File: config.mk
export PLATFORM = sky130hd
export DESIGN_NAME = rob_ctrl
export DESIGN_NICKNAME = d
export VERILOG_FILES = /design/src/rtl/rob_pkg.sv /design/src/rtl/rob_row_status.sv /design/src/rtl/rob_ctrl.sv
export SDC_FILE = /design/constraint.sdc
export NUM_CORES = 1
export LEC_CHECK = 0
export CORE_UTILIZATION = 58
export CTS_BUF_LIST = sky130_fd_sc_hd__clkbuf_8
export DETAILED_ROUTE_END_ITERATION = 7
export PLACE_DENSITY = 0.8
export SKIP_CTS_REPAIR_TIMING = 1
export SLEW_MARGIN = 20
export SYNTH_ARGS = -nofsm -noshare
export SYNTH_HDL_FRONTEND = slang
export SYNTH_HIERARCHICAL = 1
export SYNTH_SLANG_ARGS = --single-unit
export TNS_END_PERCENT = 1
File: constraint.sdc
create_clock -name i_clk -period 4.6 [get_ports i_clk]
set_input_delay 0.69 -clock i_clk [delete_from_list [all_inputs] [get_ports i_clk]]
set_output_delay 0.69 -clock i_clk [all_outputs]
set_load 0.05 [all_outputs]
File: src/rtl/rob_pkg.sv
// rtl/rob_pkg.sv - shared constants, FSM encoding and tag helper for the ROB controller
// Purpose: common definitions imported by rob_row_status and rob_ctrl.
// Contents: NBANK (entries per row), ROW_W (default row index width),
//           rob_state_t (NORMAL/FLUSH), pack_tag() building a {row, bank} tag.
package rob_pkg;

    localparam int NBANK = 4;
    localparam int ROW_W = 3;

    typedef enum logic {
        ST_NORMAL = 1'b0,
        ST_FLUSH  = 1'b1
    } rob_state_t;

    // Writeback tag layout: row index in the upper bits, bank in the low two.
    function automatic logic [ROW_W+1:0] pack_tag(input logic [ROW_W-1:0] row,
                                                  input logic [1:0]       bank);
        return {row, bank};
    endfunction

endpackage

File: src/rtl/rob_row_status.sv
// rtl/rob_row_status.sv - valid/busy/exception state for one ROB row
// Purpose: tracks one 4-entry row and decodes the writeback ports against its own index.
// Ports:
//   clk, rst      clock, synchronous active-high reset
//   clr           flush: clear the row
//   alloc         dispatch writes this row; alloc_val gives per-lane validity
//   com           row commits this cycle
//   wb_en/wb_tag/wb_exc  the writeback ports ({row, bank} tags)
//   val           row allocated
//   done          allocated and no entry busy
//   exc_any, exc  exception summary and per-bank exception bits
module rob_row_status
    import rob_pkg::*;
#(
    parameter int ROW_W   = 3,
    parameter int ROW_IDX = 0
) (
    input  logic                        clk,
    input  logic                        rst,
    input  logic                        clr,
    input  logic                        alloc,
    input  logic [NBANK-1:0]            alloc_val,
    input  logic                        com,
    input  logic [NBANK-1:0]            wb_en,
    input  logic [NBANK*(ROW_W+2)-1:0]  wb_tag,
    input  logic [NBANK-1:0]            wb_exc,
    output logic                        val,
    output logic                        done,
    output logic                        exc_any,
    output logic [NBANK-1:0]            exc
);

    localparam int TW = ROW_W + 2;
    localparam logic [ROW_W-1:0] MY_ROW = ROW_W'(ROW_IDX);

    logic [NBANK-1:0] busy;
    logic [NBANK-1:0] busy_n;
    logic [NBANK-1:0] exc_n;

    // All ports apply in the same cycle; two ports on one entry OR their exc bits.
    always_comb begin
        logic [1:0] bk;
        busy_n = busy;
        exc_n  = exc;
        bk     = '0;
        for (int p = 0; p < NBANK; p++) begin
            bk = wb_tag[p*TW +: 2];
            if (wb_en[p] && (wb_tag[p*TW+2 +: ROW_W] == MY_ROW)) begin
                busy_n[bk] = 1'b0;
                exc_n[bk]  = exc_n[bk] | wb_exc[p];
            end
        end
    end

    always_ff @(posedge clk) begin
        if (rst || clr) begin
            val  <= 1'b0;
            busy <= '0;
            exc  <= '0;
        end else if (alloc) begin
            // Dispatch wins over any same-cycle writeback to this row.
            val  <= 1'b1;
            busy <= alloc_val;
            exc  <= '0;
        end else if (com) begin
            val  <= 1'b0;
        end else if (val) begin
            // Writebacks to an unallocated row are dropped.
            busy <= busy_n;
            exc  <= exc_n;
        end
    end

    assign done    = val && (busy == '0);
    assign exc_any = |exc;

endmodule

File: src/rtl/rob_ctrl.sv
// rtl/rob_ctrl.sv - allocation/commit/flush controller for the 4-bank ROB ring
// Purpose: owns head/tail pointers, occupancy count and the NORMAL/FLUSH FSM;
//          one rob_row_status instance per ring row.
// Ports:
//   i_clk, i_rst                       clock, synchronous active-high reset
//   i_dis_req, i_dis_val4x             dispatch group request and lane valids
//   o_dis_ready, o_dis_tag, o_dis_we   dispatch handshake, allocated row, bank write strobe
//   i_wb_en4x, i_wb_tag4x, i_wb_exc4x  writeback ports ({row, bank} tags)
//   o_com_en, o_com_tag                head row commit (bank read-enable) and its index
//   o_flush, o_flush_tag, o_exc_bank4x flush pulse, excepting row and its exc bits
//   o_count                            occupied rows
module rob_ctrl
    import rob_pkg::*;
#(
    parameter int ROW_W = 3,
    parameter int NBANK = 4
) (
    input  logic                        i_clk,
    input  logic                        i_rst,
    input  logic                        i_dis_req,
    input  logic [NBANK-1:0]            i_dis_val4x,
    output logic                        o_dis_ready,
    output logic [ROW_W-1:0]            o_dis_tag,
    output logic                        o_dis_we,
    input  logic [NBANK-1:0]            i_wb_en4x,
    input  logic [NBANK*(ROW_W+2)-1:0]  i_wb_tag4x,
    input  logic [NBANK-1:0]            i_wb_exc4x,
    output logic                        o_com_en,
    output logic [ROW_W-1:0]            o_com_tag,
    output logic                        o_flush,
    output logic [ROW_W-1:0]            o_flush_tag,
    output logic [NBANK-1:0]            o_exc_bank4x,
    output logic [ROW_W:0]              o_count
);

    localparam int NROW = 1 << ROW_W;

    rob_state_t         state, state_n;
    logic [ROW_W-1:0]   head, tail;
    logic [ROW_W:0]     count;
    logic [ROW_W-1:0]   flush_tag;
    logic [NBANK-1:0]   flush_exc;

    logic [NROW-1:0]    row_val, row_done, row_exc_any;
    logic [NBANK-1:0]   row_exc [NROW];

    logic full, head_done, head_exc, accept, commit, go_flush;

    assign full      = (count == (ROW_W+1)'(NROW));
    assign head_done = row_done[head];
    assign head_exc  = row_exc_any[head];

    // Full blocks dispatch even when the head commits this cycle (no bypass).
    assign o_dis_ready = (state == ST_NORMAL) && !full;
    assign accept      = i_dis_req && o_dis_ready;
    assign commit      = (state == ST_NORMAL) && head_done && !head_exc;
    assign go_flush    = (state == ST_NORMAL) && head_done && head_exc;

    for (genvar r = 0; r < NROW; r++) begin : g_row
        rob_row_status #(
            .ROW_W   (ROW_W),
            .ROW_IDX (r)
        ) u_row (
            .clk       (i_clk),
            .rst       (i_rst),
            .clr       (state == ST_FLUSH),
            .alloc     (accept && (tail == ROW_W'(r))),
            .alloc_val (i_dis_val4x),
            .com       (commit && (head == ROW_W'(r))),
            .wb_en     (i_wb_en4x),
            .wb_tag    (i_wb_tag4x),
            .wb_exc    (i_wb_exc4x),
            .val       (row_val[r]),
            .done      (row_done[r]),
            .exc_any   (row_exc_any[r]),
            .exc       (row_exc[r])
        );
    end

    always_comb begin
        state_n = state;
        case (state)
            ST_NORMAL: if (go_flush) state_n = ST_FLUSH;
            ST_FLUSH:  state_n = ST_NORMAL;
            default:   state_n = ST_NORMAL;
        endcase
    end

    always_ff @(posedge i_clk) begin
        if (i_rst) begin
            state     <= ST_NORMAL;
            head      <= '0;
            tail      <= '0;
            count     <= '0;
            flush_tag <= '0;
            flush_exc <= '0;
        end else begin
            state <= state_n;
            if (state == ST_FLUSH) begin
                head  <= '0;
                tail  <= '0;
                count <= '0;
            end else begin
                if (accept) tail <= tail + 1'b1;
                if (commit) head <= head + 1'b1;
                count <= count + (ROW_W+1)'(accept) - (ROW_W+1)'(commit);
            end
            if (go_flush) begin
                flush_tag <= head;
                flush_exc <= row_exc[head];
            end
        end
    end

    assign o_dis_tag    = tail;
    assign o_dis_we     = accept;
    assign o_com_en     = commit;
    assign o_com_tag    = head;
    assign o_flush      = (state == ST_FLUSH);
    assign o_flush_tag  = flush_tag;
    assign o_exc_bank4x = flush_exc;
    assign o_count      = count;

    logic unused_ok;
    assign unused_ok = ^row_val;

endmodule

==> results.md <==
- The row count is 41.
- The total count of hold-check failures in the final report is 0.
- Of all flip-flops after synthesis, the portion carrying an async set or reset was 0%.
- The core region is 12600 um^2.
- For this run, design rule violations remaining after detail routing come to 0.
- Setup violations remaining at the end of the flow were counted as 0.
- The sequential fraction of design power is 39.7%.
- The most common flop cell mapped by yosys is dfxtp_1.
- On the final layout, the worst hold slack is 0.487 ns.
- For the worst setup path, the data arrival time is 3.28 ns.
- In this run the worst hold path is classified as reg -> reg.
- Setup repair after global routing left no endpoint under its margin.
- The area growth from synthesis to final layout is 10.5%.
- Among all cell types in the netlist, the one instantiated most often is dfxtp_1.
- The via count of the first global-routing pass is 7604.
- The repair_antennas step left the layout with diodes totalling 0.
- Sorting the synthesized cells by area gives the leading types as dfxtp_1 (24%), a21oi_1 (4.2%), nand2_1 (3.7%).
- Clock-pin slew was measured on the worst setup and hold paths at 0.08 ns.
- Per report_power, the combinational group accounts for 39.1% of the total.
- The initial antenna violation count was 1.
- When the netlist entered floorplanning its net count stood at 985.
- After the first detailed-routing iteration, the DRC count stood at 1170.
- Once placement completed, the tool counted placed cells totaling 1133.
- The final core area utilization is 65.7%.
- The power density of the placed cells is 293 nW/um^2.
- For this design the static power due to leakage is 0.00271 uW.
- The part of the cycle the worst path needs is 86.3%.
- Walking the worst path, the cells encountered are or4_1 -> mux4_2 -> a211o_1 -> a31oi_4 -> clkdlybuf4s50_1.
- For this block, the via count after detailed routing is 8322.
- The average wire per cell in the routed design is 22.5 um.
- The detail route stage leaves a number of antenna-violating nets equal to 0.
- For this run, the top clock speed supported by timing is 252 MHz.
- The fraction of layout instances using a drive strength above 1 is 8.50%.
- The worst setup path is captured at a primary output.
- The clock root buffer is clkbuf_8.
- The cell type of the slowest stage on the worst timing path is clkdlybuf4s50_1.
- The buffer and inverter count on the worst path is 1.
- The max-capacitance violation count is 0.
- The proportion of total power due to net switching is 39.3%.
- The total length of routed wires is 25.8 mm.
- The highest net fanout along the worst path is 7.
- During synthesis, Yosys emitted a total of 6 warnings.
- The area fraction of the dominant cell type after synthesis is 24.1%.
- The source-to-sink clock delay at the later pin of the worst-skew pair is 0.38 ns.
- The final cell count without fillers is 1148.
- After synthesis, the mean cell area works out to 8.01 um^2.
- Entering global routing, the biggest net connects 49 pins.
- The number of iterations in the first detailed-routing pass is 6.
- Once detailed placement completed, the half-perimeter wirelength came to 16.9 mm.
- The TritonCTS buffer count is 9.
- The die covers 13300 um^2.
- The number of nets in the finished design is 1025.
- The flow ran to the end, and the final reports show no timing, DRC or antenna violations.
- Ranked by instance count, the synthesized netlist is headed by dfxtp_1 (90), nand2_1 (74), a21oi_1 (63).
- Prior to clock tree synthesis, the placed netlist has a worst setup slack of 1.06 ns.
- The worst slew margin relative to its limit is 36.8%.
- Once the floorplan was initialized, standard cells occupied 59.4% of the core.
- In this design, the largest share of critical-path delay is due to buffers and inverters.
- The routability-driven placement congestion ratio is 0.964.
- The startpoint type of the worst setup path is a register.
- The max-slew violation count is 0.
- The TritonCTS sink count is 90.
- The cell type with the largest total area after synthesis is dfxtp_1.
- The number of distinct standard cells referenced by the synthesized netlist is 78.
- 56 I/O pins were placed.
- The area of the mapped netlist is 7470 um^2.
- The net switching power is 949 uW.
- The width of the die is 115 um.
- The total congestion overflow after global routing is 0.
- The count of input and output buffers is 55.
- The minimum period implied by the final worst setup slack is 3.97 ns.
- The first global-routing pass estimated 40.3 mm of wire.
- The total global routing track utilization is 39.6%.
- In the routed layout, each cell is associated on average with a via count of 7.25.
- Adding up every negative setup slack in the final design gives 0 ns.
- The maximum buffer depth of the clock tree is 2.
- At the pin with the least slew margin, the transition time is 0.947 ns.
- The count of flip-flops with a built-in enable after synthesis is 0.
- The critical path is of the reg -> out type.
- From bottom edge to top edge, the die measures 115 um.
- The clock tree from TritonCTS is yes.
- The data required time of the critical path is 3.91 ns.
- Per report_power, the clock group accounts for 21.1% of the total.
- The maximum vdd ir drop is 145 uV.
- The H-tree depth is 3.
- The worst clock skew on the final layout is 0.00821 ns.
- The internal portion of total power is 1470 uW.
- The worst setup slack after layout is 0.632 ns.
- The share of the Yosys chip area taken by registers is 24.1%.
- The critical path's largest stage delay is 0.86 ns.
- The synthesized instance count is 932.
- After synthesis the netlist holds a flip-flop and latch count of 90.
registers in the layout, indices dropped and copies added, names as in the netlist:
register          cells
o_flush               1
g_row.u_row/exc      32
o_dis_tag             3
o_count               4
o_exc_bank4x          4
g_row.u_row/busy     32
g_row.u_row/val       8
o_flush_tag           3
o_com_tag             3
metrics by stage:
| stage | cell area [um^2] | power, uW |
|---|---|---|
| 2_1_floorplan | 7470 | 1600 |
| 3_3_place_gp | 8090 | 1880 |
| 3_5_place_dp | 8090 | 1900 |
| 4_1_cts | 8260 | 2400 |
| 5_1_grt | 8250 | 2540 |
| 6_report | 8250 | 2420 |
metal layers:
layer	track usage (%)	share of wire, %	wire (um)	vias up
met2	58.3	43	11000	648
met4	23.8	5.0	1290	2
li1	-	-	-	3752
met3	11.9	14	3520	125
met5	0	0.050	13	-
met1	51.0	39	9960	3795
worst paths after layout:
| check | slack [ns] | end | start | cells after the start |
|---|---|---|---|---|
| max reg2reg | 1.37 | o_count[1]$_SDFF_PP0_ | g_row[2].u_row/exc[3]$_SDFFE_PP0P_ | 9 |
| min reg2reg | 0.49 | g_row[5].u_row/busy[3]$_SDFFE_PP0P_ | g_row[5].u_row/busy[3]$_SDFFE_PP0P_ | 2 |
| min | 0.49 | g_row[5].u_row/busy[3]$_SDFFE_PP0P_ | g_row[5].u_row/busy[3]$_SDFFE_PP0P_ | 2 |
| max | 0.63 | o_com_en | g_row[2].u_row/exc[3]$_SDFFE_PP0P_ | 5 |
kinds of logic after synthesis:
logic type                 Yosys count  synth area share (%)
AOI/OAI and AO/OA                  240                  21.4
adders and majority gates           18                  3.12
buffers and inverters               67                  4.27
and+or+nand+nor                    490                  41.4
muxes                               24                  5.29
DFF                                 90                  24.1
xor gates and xnor gates             3                 0.352
cell usage in the layout, fill, tap and decap left out, drive strengths merged, types with 7 or more instances in the layout:
cell | synthesis | final
a21oi | 63 | 63
a221oi | 7 | 7
a31oi | 27 | 27
a41oi | 10 | 10
and2 | 10 | 10
and3 | 10 | 10
and4b | 14 | 14
and4bb | 10 | 10
buf | 14 | 27
clkbuf | 29 | 11
clkdlybuf4s50 | 0 | 45
dfxtp | 90 | 90
ha | 17 | 17
inv | 23 | 24
mux2i | 8 | 8
mux4 | 11 | 11
nand2 | 74 | 74
nand2b | 19 | 19
nand3 | 37 | 37
nand3b | 11 | 11
nand4 | 28 | 28
nand4b | 21 | 21
nand4bb | 8 | 8
nor2 | 55 | 55
nor2b | 21 | 21
nor3 | 62 | 62
nor3b | 34 | 34
nor4 | 8 | 8
nor4b | 24 | 24
o2111ai | 7 | 7
o21ai | 46 | 46
o22ai | 25 | 25
o2bb2ai | 8 | 8
o311ai | 10 | 10
or2 | 10 | 10
or4 | 15 | 15
worst register-to-register path: cells and delay by family, from the launching register on:
kind            cells  cell delay [ns]
fa+ha+maj           3             0.89
simple gates        2             0.69
compound gates      2             0.65
mux                 1             0.51
flops               1             0.35
buf+inv             1             0.06
area by class of cell:
cell class	count	area [um^2]
Fill cell	1114	4320
Inverter	24	90.1
Tap cell	172	215
Sequential cell	90	1800
Multi-Input combinational cell	775	5350
Clock inverter	4	18.8
Clock buffer	11	151
Timing Repair Buffer	72	628
power by group through the flow:
stage               registers (uW)  clock network, uW  logic (uW)
finish                         960                511         945
global route                   970                542        1030
CTS                            957                510         930
floorplan                     1030                  0         568
detailed placement             975                  0         928
global placement               973                  0         911
(Power assumes the default switching activity.)
